==> src/rtl/mips_mem_pkg.sv <==
// Shared types and constants for the unified memory port arbiter
// and the memory model that sits behind it.
package mips_mem_pkg;

  typedef enum logic [1:0] {
    IDLE,
    ACCESS,
    DONE
  } state_e;

  typedef enum logic {
    OWN_IF = 1'b0,
    OWN_DM = 1'b1
  } owner_e;

  localparam int DEF_LAT = 3;
  localparam int CNT_W   = 4;

endpackage

==> src/rtl/mem_wait_counter.sv <==
// Access-cycle counter: counts cycles of one memory access and
// flags the final cycle (count == LAT-1).
module mem_wait_counter
  import mips_mem_pkg::*;
#(
  parameter int LAT = DEF_LAT
) (
  input  logic             clk,
  input  logic             rst,
  input  logic             clr,
  input  logic             en,
  output logic [CNT_W-1:0] count,
  output logic             term
);

  logic [CNT_W-1:0] count_q;
  logic [CNT_W-1:0] count_d;

  always_comb begin
    count_d = count_q;
    if (clr) begin
      count_d = '0;
    end else if (en) begin
      count_d = count_q + CNT_W'(1);
    end
  end

  always_ff @(posedge clk or posedge rst) begin
    if (rst) begin
      count_q <= '0;
    end else begin
      count_q <= count_d;
    end
  end

  assign count = count_q;
  assign term  = (count_q == CNT_W'(LAT - 1));

endmodule

==> src/rtl/mem_port_arbiter.sv <==
// Round-robin arbiter sharing one single-port memory between
// instruction fetch (read-only) and the data memory stage.
module mem_port_arbiter
  import mips_mem_pkg::*;
#(
  parameter int ADDR_W = 32,
  parameter int DATA_W = 32,
  parameter int LAT    = DEF_LAT
) (
  input  logic              clk,
  input  logic              rst,
  input  logic              if_req,
  input  logic [ADDR_W-1:0] if_addr,
  output logic              if_ready,
  input  logic              dm_req,
  input  logic              dm_we,
  input  logic [ADDR_W-1:0] dm_addr,
  input  logic [DATA_W-1:0] dm_wdata,
  output logic              dm_ready,
  output logic [DATA_W-1:0] rdata,
  output logic              busy,
  output logic              mem_en,
  output logic              mem_we,
  output logic [ADDR_W-1:0] mem_addr,
  output logic [DATA_W-1:0] mem_wdata,
  input  logic [DATA_W-1:0] mem_rdata
);

  state_e            state_q, state_d;
  owner_e            owner_q, owner_d;
  owner_e            last_q, last_d;
  owner_e            grant;
  logic              we_q, we_d;
  logic [ADDR_W-1:0] addr_q, addr_d;
  logic [DATA_W-1:0] wdata_q, wdata_d;
  logic [DATA_W-1:0] rdata_q, rdata_d;
  logic              cnt_clr;
  logic              cnt_en;
  logic              cnt_term;
  logic [CNT_W-1:0]  cnt;

  mem_wait_counter #(
    .LAT (LAT)
  ) u_cnt (
    .clk   (clk),
    .rst   (rst),
    .clr   (cnt_clr),
    .en    (cnt_en),
    .count (cnt),
    .term  (cnt_term)
  );

  // On contention the owner that did not go last wins.
  always_comb begin
    grant = OWN_IF;
    if (if_req && dm_req) begin
      grant = (last_q == OWN_IF) ? OWN_DM : OWN_IF;
    end else if (dm_req) begin
      grant = OWN_DM;
    end
  end

  always_comb begin
    state_d = state_q;
    owner_d = owner_q;
    last_d  = last_q;
    we_d    = we_q;
    addr_d  = addr_q;
    wdata_d = wdata_q;
    rdata_d = rdata_q;
    cnt_clr = 1'b0;
    cnt_en  = 1'b0;
    unique case (state_q)
      IDLE: begin
        if (if_req || dm_req) begin
          owner_d = grant;
          last_d  = grant;
          if (grant == OWN_DM) begin
            we_d    = dm_we;
            addr_d  = dm_addr;
            wdata_d = dm_wdata;
          end else begin
            we_d    = 1'b0;
            addr_d  = if_addr;
            wdata_d = '0;
          end
          cnt_clr = 1'b1;
          state_d = ACCESS;
        end
      end
      ACCESS: begin
        cnt_en = 1'b1;
        if (cnt_term) begin
          if (!we_q) begin
            rdata_d = mem_rdata;
          end
          state_d = DONE;
        end
      end
      DONE: begin
        state_d = IDLE;
      end
      default: begin
        state_d = IDLE;
      end
    endcase
  end

  always_ff @(posedge clk or posedge rst) begin
    if (rst) begin
      state_q <= IDLE;
      owner_q <= OWN_IF;
      last_q  <= OWN_IF;
      we_q    <= 1'b0;
      addr_q  <= '0;
      wdata_q <= '0;
      rdata_q <= '0;
    end else begin
      state_q <= state_d;
      owner_q <= owner_d;
      last_q  <= last_d;
      we_q    <= we_d;
      addr_q  <= addr_d;
      wdata_q <= wdata_d;
      rdata_q <= rdata_d;
    end
  end

  assign busy      = (state_q != IDLE);
  assign mem_en    = (state_q == ACCESS);
  assign mem_we    = mem_en && we_q && cnt_term;
  assign if_ready  = (state_q == DONE) && (owner_q == OWN_IF);
  assign dm_ready  = (state_q == DONE) && (owner_q == OWN_DM);
  assign mem_addr  = addr_q;
  assign mem_wdata = wdata_q;
  assign rdata     = rdata_q;

endmodule

==> config.mk <==
export PLATFORM = sky130hd
export DESIGN_NAME = mem_port_arbiter
export DESIGN_NICKNAME = d
export VERILOG_FILES = /design/src/rtl/mips_mem_pkg.sv /design/src/rtl/mem_wait_counter.sv /design/src/rtl/mem_port_arbiter.sv
export SDC_FILE = /design/constraint.sdc
export NUM_CORES = 1
export LEC_CHECK = 0
export CAP_MARGIN = 30
export CORE_MARGIN = 5
export CORE_UTILIZATION = 39
export DETAILED_ROUTE_END_ITERATION = 8
export PLACE_DENSITY_LB_ADDON = 0.3
export SYNTH_ARGS = -nofsm -noshare
export SYNTH_HDL_FRONTEND = slang
export SYNTH_HIERARCHICAL = 1
export SYNTH_SLANG_ARGS = --single-unit
==> constraint.sdc <==
create_clock -name clk -period 3.9 [get_ports clk]
set_input_delay 0.39 -clock clk [delete_from_list [all_inputs] [get_ports clk]]
set_output_delay 0.39 -clock clk [all_outputs]
set_load 0.01 [all_outputs]
* After elaboration in Yosys (flattened, before gate mapping)
Cells that the tools add are included.
** Word-level totals
- Register bits :: 104
- Bits of input ports :: 133
- Output and inout bits :: 101
- Logic and storage cells :: 41
** Cells by class
- $add $sub $neg :: 1
- Equal/unequal tests :: 5
- Multiplexer cells :: 14
- Bitwise operators :: 2
- Reduce and logical (&&, ||, !) cells :: 12
** Operator list (number)
- 32-bit 2-to-1 mux :: 2
- 4-bit 2-to-1 mux :: 2
- 1-bit 2-to-1 mux :: 7
- 1-bit logical AND :: 5
- 4-bit by 1-bit adder with 4-bit output, second input constant :: 1
- 4-bit by 2-bit == test with 1-bit output, second input constant :: 1
- 2-bit 2-to-1 mux :: 2
- 2-bit one-hot mux with 2 select lines :: 1
- 2-bit AND reduction :: 2
- 2-bit nonzero test :: 2
- 3-bit AND reduction :: 1
- 2-bit by 1-bit == test with 1-bit output, second input constant :: 1
- 2-bit == test, second input constant :: 1
- 2-bit zero test :: 1
- 2-bit by 1-bit != test with 1-bit output, second input constant :: 1
- 2-bit != test, second input constant :: 1
- 1-bit inverter :: 2
- 1-bit logical OR :: 1

* Longest topological paths before layout
Gate-level depths: netlist (run 1).
- Depth in word-level cells :: 4
- Mapped depth :: 7
- Gate-level depth less buffers :: 5

* By module
Netlist (run 1), hierarchy kept.
** By module, submodules not included
- mem_port_arbiter :: instances 1, cells each 263, area each 4129.0 µm², seq. area each 2502.4 µm²
- mem_wait_counter :: instances 1, cells each 20, area each 217.7 µm², seq. area each 100.1 µm²

* Worst setup path after synthesis (run 1)
OpenSTA, ideal clock, no wires.
- Path kind :: flip-flop to flip-flop
- Start :: register u_cnt.count_q[0], in the netlist u_cnt/count[0]
- End :: register rdata_q[10], in the netlist rdata[10]
- Library setup time :: 125 ps
- Arrival :: 1641 ps
- Data required time :: 3775 ps
- Setup slack :: 2134 ps
- Cell stages (with the launch flop) :: 8
- Buffers on the path :: 2
- Clock period less this slack :: 1766 ps
- Cells stage by stage :: dfrtp_1 -> inv_1 -> ha_1 -> nor3b_1 -> and3b_1 -> clkbuf_2 -> buf_4 -> mux2_2
** On the way
- Cells in the longest elaborated chain, start to end :: 2
** RTL lines
- start, declared :: RTL line mem_wait_counter.sv:16 : logic [CNT_W-1:0] count_q;
- start signal, assigned :: RTL line mem_wait_counter.sv:32 : count_q <= count_d;
- 4-bit by 2-bit == test with 1-bit output :: RTL line mem_wait_counter.sv:37 : assign term = (count_q == CNT_W'(LAT - 1));
- named net cnt_term :: RTL line mem_port_arbiter.sv:39 : logic cnt_term;
- 3-bit AND reduction (no source line)
- end signal, assigned :: RTL line mem_port_arbiter.sv:125 : rdata_q <= rdata_d;
- end, declared :: RTL line mem_port_arbiter.sv:36 : logic [DATA_W-1:0] rdata_q, rdata_d;
The timed path passes the listed nets, and every way through them passes these cells.
A chain may end at the register's enable or synchronous reset.

* Worst setup path in the final report (run 1)
- Start :: register u_cnt.count_q[0], in the netlist u_cnt/count[0]
- End :: output mem_we
** On the way
- Cells in the longest elaborated chain, start to end :: 2
** RTL lines
- 4-bit by 2-bit == test with 1-bit output :: RTL line mem_wait_counter.sv:37
- named net cnt_term :: RTL line mem_port_arbiter.sv:39
- 1-bit logical AND :: RTL line mem_port_arbiter.sv:131 : assign mem_we = mem_en && we_q && cnt_term;
- end, declared :: RTL line mem_port_arbiter.sv:23 : output logic mem_we,
The timed path passes the listed nets, and every way through them passes these cells.

==> key figures, run 1 <==
Run status
  – Outcome: finished clean

Synth
  – Syn nets: 418
  – Synth Area per Inst: 15.36 µm²
  – EDFF count, synth: 0
  – Synth async-reset ratio: 100.0%
  – Mapped Cells: ~280
  – Yosys top cell by area: dfrtp_1
  – Top-count cell post-synth: dfrtp_1
  – #FFs+latches synth: around 100
  – Number of synthesis warnings: 6
  – Synthesized cell area: 0.004347 mm²
  – Most frequent cells after synthesis: dfrtp_1 (104), mux2_2 (95), a22o_1 (33), buf_6 (7), buf_4 (6)
  – Netlist cell types: 29
  – Post-synthesis sequential area ratio: 59.87%
  – Ys flop type: dfrtp_1
  – Most area-consuming cells after synthesis: dfrtp_1 (60%), mux2_2 (25%), a22o_1 (6.6%), buf_6 (1.8%), buf_4 (1.0%)
  – Post-synth top area share: 59.87%

Route
  – Vias: 3152
  – DRT iter0 DRCs: between 80 and 90
  – DRC errors left: 0
  – Avg Vias per Cell: 4.783
  – Initial DRT Pass Iterations: 4
  – Final wirelength: 11.64 mm
  – Number of nets with antenna violations after routing: 0
  – WL/cell: between 15 and 20 µm

Setup path
  – CP Data Required Time: about 3.5 ns
  – Crit Path Class: reg -> out
  – Worst-path maximum fanout: 4
  – Worst path arrival time: 2.16 ns
  – Type of origin of the critical path: flip-flop
  – Setup crit end kind: primary output

Worst hold path
  – Hold WC Path Type: in -> async

Global route
  – GRT overflow: 0
  – All-layer global routing usage: about 17%
  – Wire length of the first global-routing pass: between 15 and 20 mm
  – Vias in the first global route: 3493
  – Largest net degree at the start of global routing: 73
  – Antenna violations before repair: 0

Place
  – Number of port buffers: 233
  – DP Wirelength: 8.954 mm
  – Final GP Congestion: 0.7589
  – Placed Cells: ~640

Timing
  – Hold Violations, Final: 0
  – Final setup fails: 0
  – Relative slew margins: 42.32%
  – Worst Skew: 0.01020 ns
  – RSZ-0062 raised after global routing: false
  – Final Critical Period: 2.548 ns
  – Max-slew violations: 0
  – Period utilization: 65.33%
  – Setup TNS: 0 ns
  – Least-Margin Pin Slew: about 0.87 ns
  – Achievable Freq: about 390 MHz

Clock network
  – Clock transition at path regs: roughly 0.090 ns
  – CTS Buf Count: 9
  – Worst-Skew Late Latency: 0.36 ns
  – H-tree level count: 3
  – Resized cells post-CTS: 0
  – Cts hold-fix bufs: 0
  – Post-CTS setup buffers: 0
  – Clock sink count: 104
  – Max Buffers Root-to-Sink: 2
  – CTS tree: done
  – CTS Root Cell: clkbuf_8

Die
  – Die Y: 115.6 µm
  – Total Die Area: 0.01336 mm²
  – Die Width: 115.6 µm
  – Core Area: 0.01089 mm²
  – Initial cell density of the core: 39.92%
  – Row count: 38
  – # IOs: 234

Cells and area
  – Area Overhead vs Synth: 59.38%
  – Nets@finish: 649
  – Diode count: 0
  – Final Non-Filler Cells: approximately 660
  – Fill cells: 890
  – Layout cells sized above 1: between 20% and 30%

Power
  – Cell Pwr Density: 745.3 mW/mm²
  – Max rail drop VDD: 376.0 µV
  – Leak Pwr: 2.904 nW

Run
  – Max Cap Viol: 0
[cell type report]
type | count | area (µm²) | share of cell area, %
Sequential cell | 104 | 2603 | 37.57
Timing Repair Buffer | 238 | 2370 | 34.21
Clock buffer | 12 | 155.1 | 2.239
Tap cell | 140 | 175.2 | 2.528
Clock inverter | 4 | 27.53 | 0.3973
Multi-Input combinational cell | 156 | 1572 | 22.68
Inverter | 5 | 26.28 | 0.3793
[cells in the final DEF, fill, tap and decap left out]
cell and count:
a211oi_1 1, a21bo_2 2, a21o_1 1, a21oi_1 1, a22o_1 33, and2_1 1, and3_1 1, and3b_1 2
buf_4 5, clkbuf_1 1, clkbuf_8 11, clkdlybuf4s50_1 233, clkinv_2 2, clkinv_4 2, dfrtp_1 104, ha_1 2
inv_1 3, inv_4 1, inv_6 1, mux2_1 1, mux2_2 95, mux2_4 1, nand3b_1 1, nand4_1 1
nor2_1 4, nor2_2 1, nor2b_1 1, nor2b_2 1, nor3b_1 2, o21ai_0 1, or2_1 2, xnor2_1 1
[path summary, 6_finish.rpt]
| check | start | to | slack (ns) | cells past startpoint |
|---|---|---|---|---|
| setup / recovery | u_cnt/count[0] | mem_we | 1.35 | 5 |
| hold / removal | rst | u_cnt/count[3] | 0.30 | 2 |
| setup reg to reg | u_cnt/count[0] | rdata[17] | 1.76 | 6 |
| hold reg to reg | rdata[11] | rdata[11] | 0.50 | 1 |
| max in group asynchronous | rst | mem_wdata[29] | 2.56 | 3 |
| min in group clk | rdata[11] | rdata[11] | 0.50 | 1 |
[critical path, stage by stage (launching register included)]
cell and delay [ns]:
dfrtp_1 0.43, inv_1 0.08, ha_1 0.14, nor3b_1 0.37, and3_1 0.23, clkdlybuf4s50_1 0.56
[routing by layer]
layer	global-route usage [%]	wire length [µm]
met1	19.55	4194
met2	31.75	6398
met3	3.864	843
met4	6.964	206
met5	0	0
[where the power goes]
part / switching (mW) / leakage [nW] / internal (mW)
clock: 0.355 / 0.0967 / 0.269
sequential: 0.296 / 1.27 / 1.62
combinational: 0.999 / 1.53 / 1.62
[registers in the layout (all words and copies together), names as in the netlist]
register and count:
rdata 32, we_q 1, state_q 2, mem_wdata 32, u_cnt/count 4, mem_addr 32, last_q 1
[metrics by stage]
step                area, µm²  total power [mW]  hold WS (ns)  util, %  worst slack (ns)
finish                   6928             5.164        0.3018    63.63             1.352
global route             6928             5.489        0.2999    63.63             1.184
CTS                      6928             5.251        0.2827    63.63             1.319
detailed placement       6745             4.603        0.4850    61.95             1.507
global placement         6745             4.528        0.4710    61.95             1.539
floorplan                4347             3.221        0.1561        -            0.8912
[cell families (layout without fill, tap and decap cells)]
logic type / after synthesis / count (layout) / synth area share [%]
adders and majority gates: 2 / 2 / 0.5756
xor gates and xnor gates: 1 / 1 / 0.2015
AOI/OAI and AO/OA: 39 / 39 / 7.686
DFF: 104 / 104 / 59.87
and+or+nand+nor: 17 / 17 / 2.476
muxes: 97 / 97 / 25.22
buffers and inverters: 23 / 259 / 3.972
(Power assumes the default switching activity.)
==> run 2, diff against run 1 <==
CORE_UTILIZATION = 35   (was 39)
clock period = 2.3 ns   (was 3.9 ns; I/O delays follow)
==> key figures, run 2 (synthesis results as in run 1) <==
Timing
  – Max-slew violations: 0
  – Achievable Freq: 456.2 MHz
  – RSZ-0062 raised after global routing: false
  – Hold Violations, Final: 0
  – Worst Skew: 0.008144 ns
  – Setup TNS: 0 ns
  – Relative slew margins: 60.40%
  – Least-Margin Pin Slew: 0.5928 ns
  – Final Critical Period: 2.192 ns
  – Final setup fails: 0
  – Period utilization: 95.31%

Place
  – Number of port buffers: roughly 230
  – Final GP Congestion: 0.7129
  – DP Wirelength: 9.084 mm
  – Placed Cells: about 670

Die
  – Initial cell density of the core: 35.89%
  – Row count: 40
  – Total Die Area: between 0.01 and 0.015 mm²
  – Die Width: 121.4 µm
  – Core Area: about 0.012 mm²
  – # IOs: 234
  – Die Y: 121.4 µm

Global route
  – Antenna violations before repair: 0
  – Wire length of the first global-routing pass: 18.03 mm
  – GRT overflow: 0
  – All-layer global routing usage: 15.78%
  – Vias in the first global route: between 3000 and 4000
  – Largest net degree at the start of global routing: 57

Cells and area
  – Multi-input gate area: 0.001577 mm²
  – Fill cells: 996
  – Most frequent cells in the layout: clkdlybuf4s50_1 (233), dfrtp_1 (104), mux2_2 (95), a22o_1 (33), clkbuf_16 (9)
  – Layout cells sized above 1: 23.85%
  – Most common cell after layout, fill and taps aside: clkdlybuf4s50_1
  – Storage cell area: 0.002603 mm²
  – Area Overhead vs Synth: 64.05%
  – Final Non-Filler Cells: 688
  – Nets@finish: 650
  – Diode count: 0

Clock network
  – Worst-Skew Late Latency: 0.34 ns
  – Max Buffers Root-to-Sink: 2
  – CTS tree: done
  – Clock sink count: between 100 and 150
  – H-tree level count: 3
  – Cts hold-fix bufs: 0
  – CTS Buf Count: 9
  – Resized cells post-CTS: 1
  – Post-CTS setup buffers: 0
  – CTS Root Cell: clkbuf_16
  – Clock transition at path regs: 0.06 ns

Power
  – Max rail drop VDD: 602.4 µV
  – Cell Pwr Density: 1298 mW/mm²
  – Sequential Power Share: a little over a third
  – Pint: 6.413 mW
  – Switch Pwr: approximately 2.8 mW
  – Sw Share: between 30% and 40%
  – Clk pwr share: approximately 16%
  – Leak Pwr: 2.969 nW
  – Part of the power in combinational logic: 48.3%

Run status
  – Outcome: finished clean

Setup path
  – Reg2reg path depth: 6
  – Setup crit end kind: primary output
  – CP Data Required Time: 2.07 ns
  – Reg-to-Reg End: rdata[25]
  – Worst path arrival time: just under 2 ns
  – Crit path largest cell delay: roughly 0.56 ns
  – Reg2reg setup slack: 0.48 ns
  – R2r startpoint: u_cnt/count[0]
  – Crit Path Class: reg -> out
  – Critical-path top delay cell: clkdlybuf4s50_1
  – CP Cell Sequence: inv_1 > ha_1 > nor3b_2 > and3_1 > clkdlybuf4s50_1
  – Type of origin of the critical path: flip-flop
  – Worst-path maximum fanout: 4

Route
  – Number of nets with antenna violations after routing: 0
  – Avg Vias per Cell: roughly 4.6
  – Final wirelength: 11.87 mm
  – Vias: 3172
  – DRC errors left: 0
  – DRT iter0 DRCs: 88
  – WL/cell: 17.25 µm
  – Initial DRT Pass Iterations: 4

Worst hold path
  – Hold WC Path Type: in -> async

Run
  – Max Cap Viol: 0
run 2: power by group through the flow:
stage	registers [mW]	clock network [mW]	logic, mW
after detailed placement	3.28	0	4.56
after CTS	3.28	1.57	4.56
after floorplan	3.64	0	1.82
final	3.26	1.52	4.47
after global routing	3.39	1.63	4.79
after global placement	3.27	0	4.46
run 2: through the flow:
| step | cell area [µm²] | utilization (%) | setup slack (ns) | hold slack, ns | power (mW) |
|---|---|---|---|---|---|
| 2_1_floorplan | 4350 | - | 0.5339 | -0.003918 | 5.462 |
| 3_5_place_dp | 6827 | 56.36 | 0.2925 | 0.4741 | 7.836 |
| 4_1_cts | 7131 | 58.87 | 0.05157 | 0.1527 | 9.419 |
| 6_report | 7131 | 58.87 | 0.1079 | 0.1610 | 9.254 |
| 3_3_place_gp | 6827 | 56.36 | 0.3159 | 0.4691 | 7.722 |
| 5_1_grt | 7131 | 58.87 | 0.0004909 | 0.1786 | 9.811 |
run 2: worst max-delay path by stage:
stage,from,end,slack [ns],depth (start not counted)
CTS,u_cnt/count[0],mem_we,0.05,5
floorplan,u_cnt/count[0],rdata[10],0.53,7
global route,u_cnt/count[0],mem_we,0.0005,5
global placement,u_cnt/count[0],mem_we,0.32,5
finish,u_cnt/count[0],mem_we,0.11,5
detailed placement,u_cnt/count[0],mem_we,0.29,5
run 2: critical path: cells and delay by family (launching register included):
family	cells	cell delay, ns
buf+inv	2	0.63
fa+ha+maj	1	0.13
flops	1	0.42
simple gates	2	0.45
run 2: area by class of cell:
class	count	share of cell area [%]
well taps	168	2.948
clock buffers	11	3.404
multi-input cells	156	22.11
clock inverters	5	0.7896
repair buffers	239	33.87
inverters	5	0.3860
flip-flops and latches	104	36.50
run 2: layer usage:
layer  part of all wire (%)  GRT usage [%]  routed length [µm]
met4                    1.9          6.653                 225
met5                      0              0                   0
met1                     39          18.52                4657
met2                     50          26.18                5901
met3                    9.1          5.548                1081
==> run 3, diff against run 2 <==
CAP_MARGIN = 20   (was 30)
CORE_MARGIN = 2   (was 5)
==> key figures, run 3 (synthesis results as in run 1) <==
Power
  – Switch Pwr: 2.842 mW
  – Sequential Power Share: 35.3%
  – Cell Pwr Density: between 1000 and 1500 mW/mm²
  – Clk pwr share: between 10% and 20%
  – Max rail drop VDD: ~600 µV
  – Sw Share: 30.65%
  – Part of the power in combinational logic: 48.5%
  – Pint: around 6.4 mW
  – Leak Pwr: 2.974 nW
  – Total power: 9.274 mW

Clock network
  – CTS Root Cell: clkbuf_16
  – Max Buffers Root-to-Sink: 2
  – Clock sink count: 104
  – Worst-Skew Late Latency: 0.34 ns
  – H-tree level count: 3
  – CTS tree: done
  – Cts hold-fix bufs: 0
  – CTS Buf Count: 9
  – Clock transition at path regs: 0.06 ns

Place
  – Placed Cells: 674
  – Final GP Congestion: 0.7496
  – Number of port buffers: roughly 230
  – DP Wirelength: 8.604 mm
  – Placed Area: 0.006842 mm²
  – Pre-CTS WS: 0.3824 ns

Timing
  – Setup ws final: 0.1181 ns
  – Final Critical Period: 2.182 ns
  – Relative slew margins: 74.34%
  – Hold Violations, Final: 0
  – Worst Skew: 0.007782 ns
  – Final setup fails: 0
  – Least-Margin Pin Slew: 0.3841 ns
  – Setup TNS: 0 ns
  – Achievable Freq: between 400 and 500 MHz
  – RSZ-0062 raised after global routing: false
  – Period utilization: 94.87%
  – Max-slew violations: 0

Run
  – Max Cap Viol: 0

Global route
  – All-layer global routing usage: 16.72%
  – Vias in the first global route: around 3400
  – GRT overflow: 0
  – Largest net degree at the start of global routing: 51
  – Wire length of the first global-routing pass: 17.15 mm
  – Antenna violations before repair: 1

Setup path
  – Worst path arrival time: 1.95 ns
  – CP Data Required Time: 2.07 ns
  – Reg-to-Reg End: rdata[30]
  – Reg2reg path depth: 6
  – Type of origin of the critical path: flip-flop
  – Worst-path maximum fanout: 4
  – Reg2reg setup slack: 0.48 ns
  – Crit Path Class: reg -> out
  – Timing startpoint of the critical path: u_cnt/count[0]
  – Setup crit end kind: primary output
  – R2r startpoint: u_cnt/count[0]

Route
  – WL/cell: 16.28 µm
  – Vias: 3183
  – Routed length on met2: 5.716 mm
  – Detailed route wirelength on metal3: 908 µm
  – DRT iter0 DRCs: 74
  – Top Metal Used: met4
  – Initial DRT Pass Iterations: 4
  – Metal-1 WL: 4.406 mm
  – Final wirelength: 11.22 mm
  – Number of nets with antenna violations after routing: 0
  – DRC errors left: 0
  – Avg Vias per Cell: 4.620

Cells and area
  – Final Non-Filler Cells: between 600 and 700
  – Most frequent cells in the layout: clkdlybuf4s50_1 (233), dfrtp_1 (104), mux2_2 (95), a22o_1 (33), clkbuf_16 (9)
  – Most common cell after layout, fill and taps aside: clkdlybuf4s50_1
  – Nets@finish: ~650
  – Area Overhead vs Synth: 64.16%
  – Final Cell Area: about 0.0071 mm²
  – Layout cells sized above 1: 23.61%
  – Diode count: 0
  – Fill cells: 993

Die
  – Die Width: 115.4 µm
  – Core Area: between 0.01 and 0.015 mm²
  – Row count: 40
  – Die Y: 115.4 µm
  – Total Die Area: 0.01333 mm²
  – # IOs: roughly 230
  – Initial cell density of the core: a little over a third

Run status
  – Outcome: finished clean

Worst hold path
  – Hold WC Path Type: in -> async
## run 3: stage by stage
| stage | utilization, % | hold slack, ns |
|---|---|---|
| finish | 59.16 | 0.1798 |
| global route | 59.16 | 0.1896 |
| CTS | 59.16 | 0.1667 |
| detailed placement | 56.72 | 0.4921 |
| global placement | 56.72 | 0.4688 |
| floorplan | - | -0.003918 |
## run 3: critical path, cell delays in order, from the launching register on
cell and delay [ns]:
dfrtp_1 0.43, inv_1 0.08, ha_1 0.13, nor3b_2 0.23, and3_1 0.19, clkdlybuf4s50_1 0.55
## run 3: how the worst max path moves through the flow
stage and to:
2_1_floorplan rdata[10], 3_3_place_gp mem_we, 3_5_place_dp mem_we, 4_1_cts mem_we, 5_1_grt mem_we, 6_report mem_we
## run 3: metal layers
metal  global-route usage, %  vias to the layer above
met5                       0                        -
met4                   6.506                        0
met3                   5.021                       12
met2                   29.28                      134
met1                   19.25                     1550
li1                        -                     1487
## run 3: timing repair
item	in CTS	in global routing
resized for setup	1	0
setup buffers	0	0
setup endpoints to repair	1	0
## run 3: cell type report
| type | instances | area (µm²) | area share [%] |
|---|---|---|---|
| Tap cell | 168 | 210.2 | 2.946 |
| Multi-Input combinational cell | 156 | 1577 | 22.09 |
| Clock inverter | 2 | 38.79 | 0.5436 |
| Timing Repair Buffer | 241 | 2430 | 34.05 |
| Sequential cell | 104 | 2603 | 36.47 |
| Clock buffer | 13 | 250.2 | 3.507 |
| Inverter | 5 | 27.53 | 0.3858 |
## run 3: power by group through the flow
stage               combinational [mW]  clock (mW)  sequential (mW)
finish                            4.50        1.50             3.27
global route                      4.81        1.62             3.40
CTS                               4.57        1.55             3.28
detailed placement                4.57           0             3.29
global placement                  4.45           0             3.25
floorplan                         1.82           0             3.64
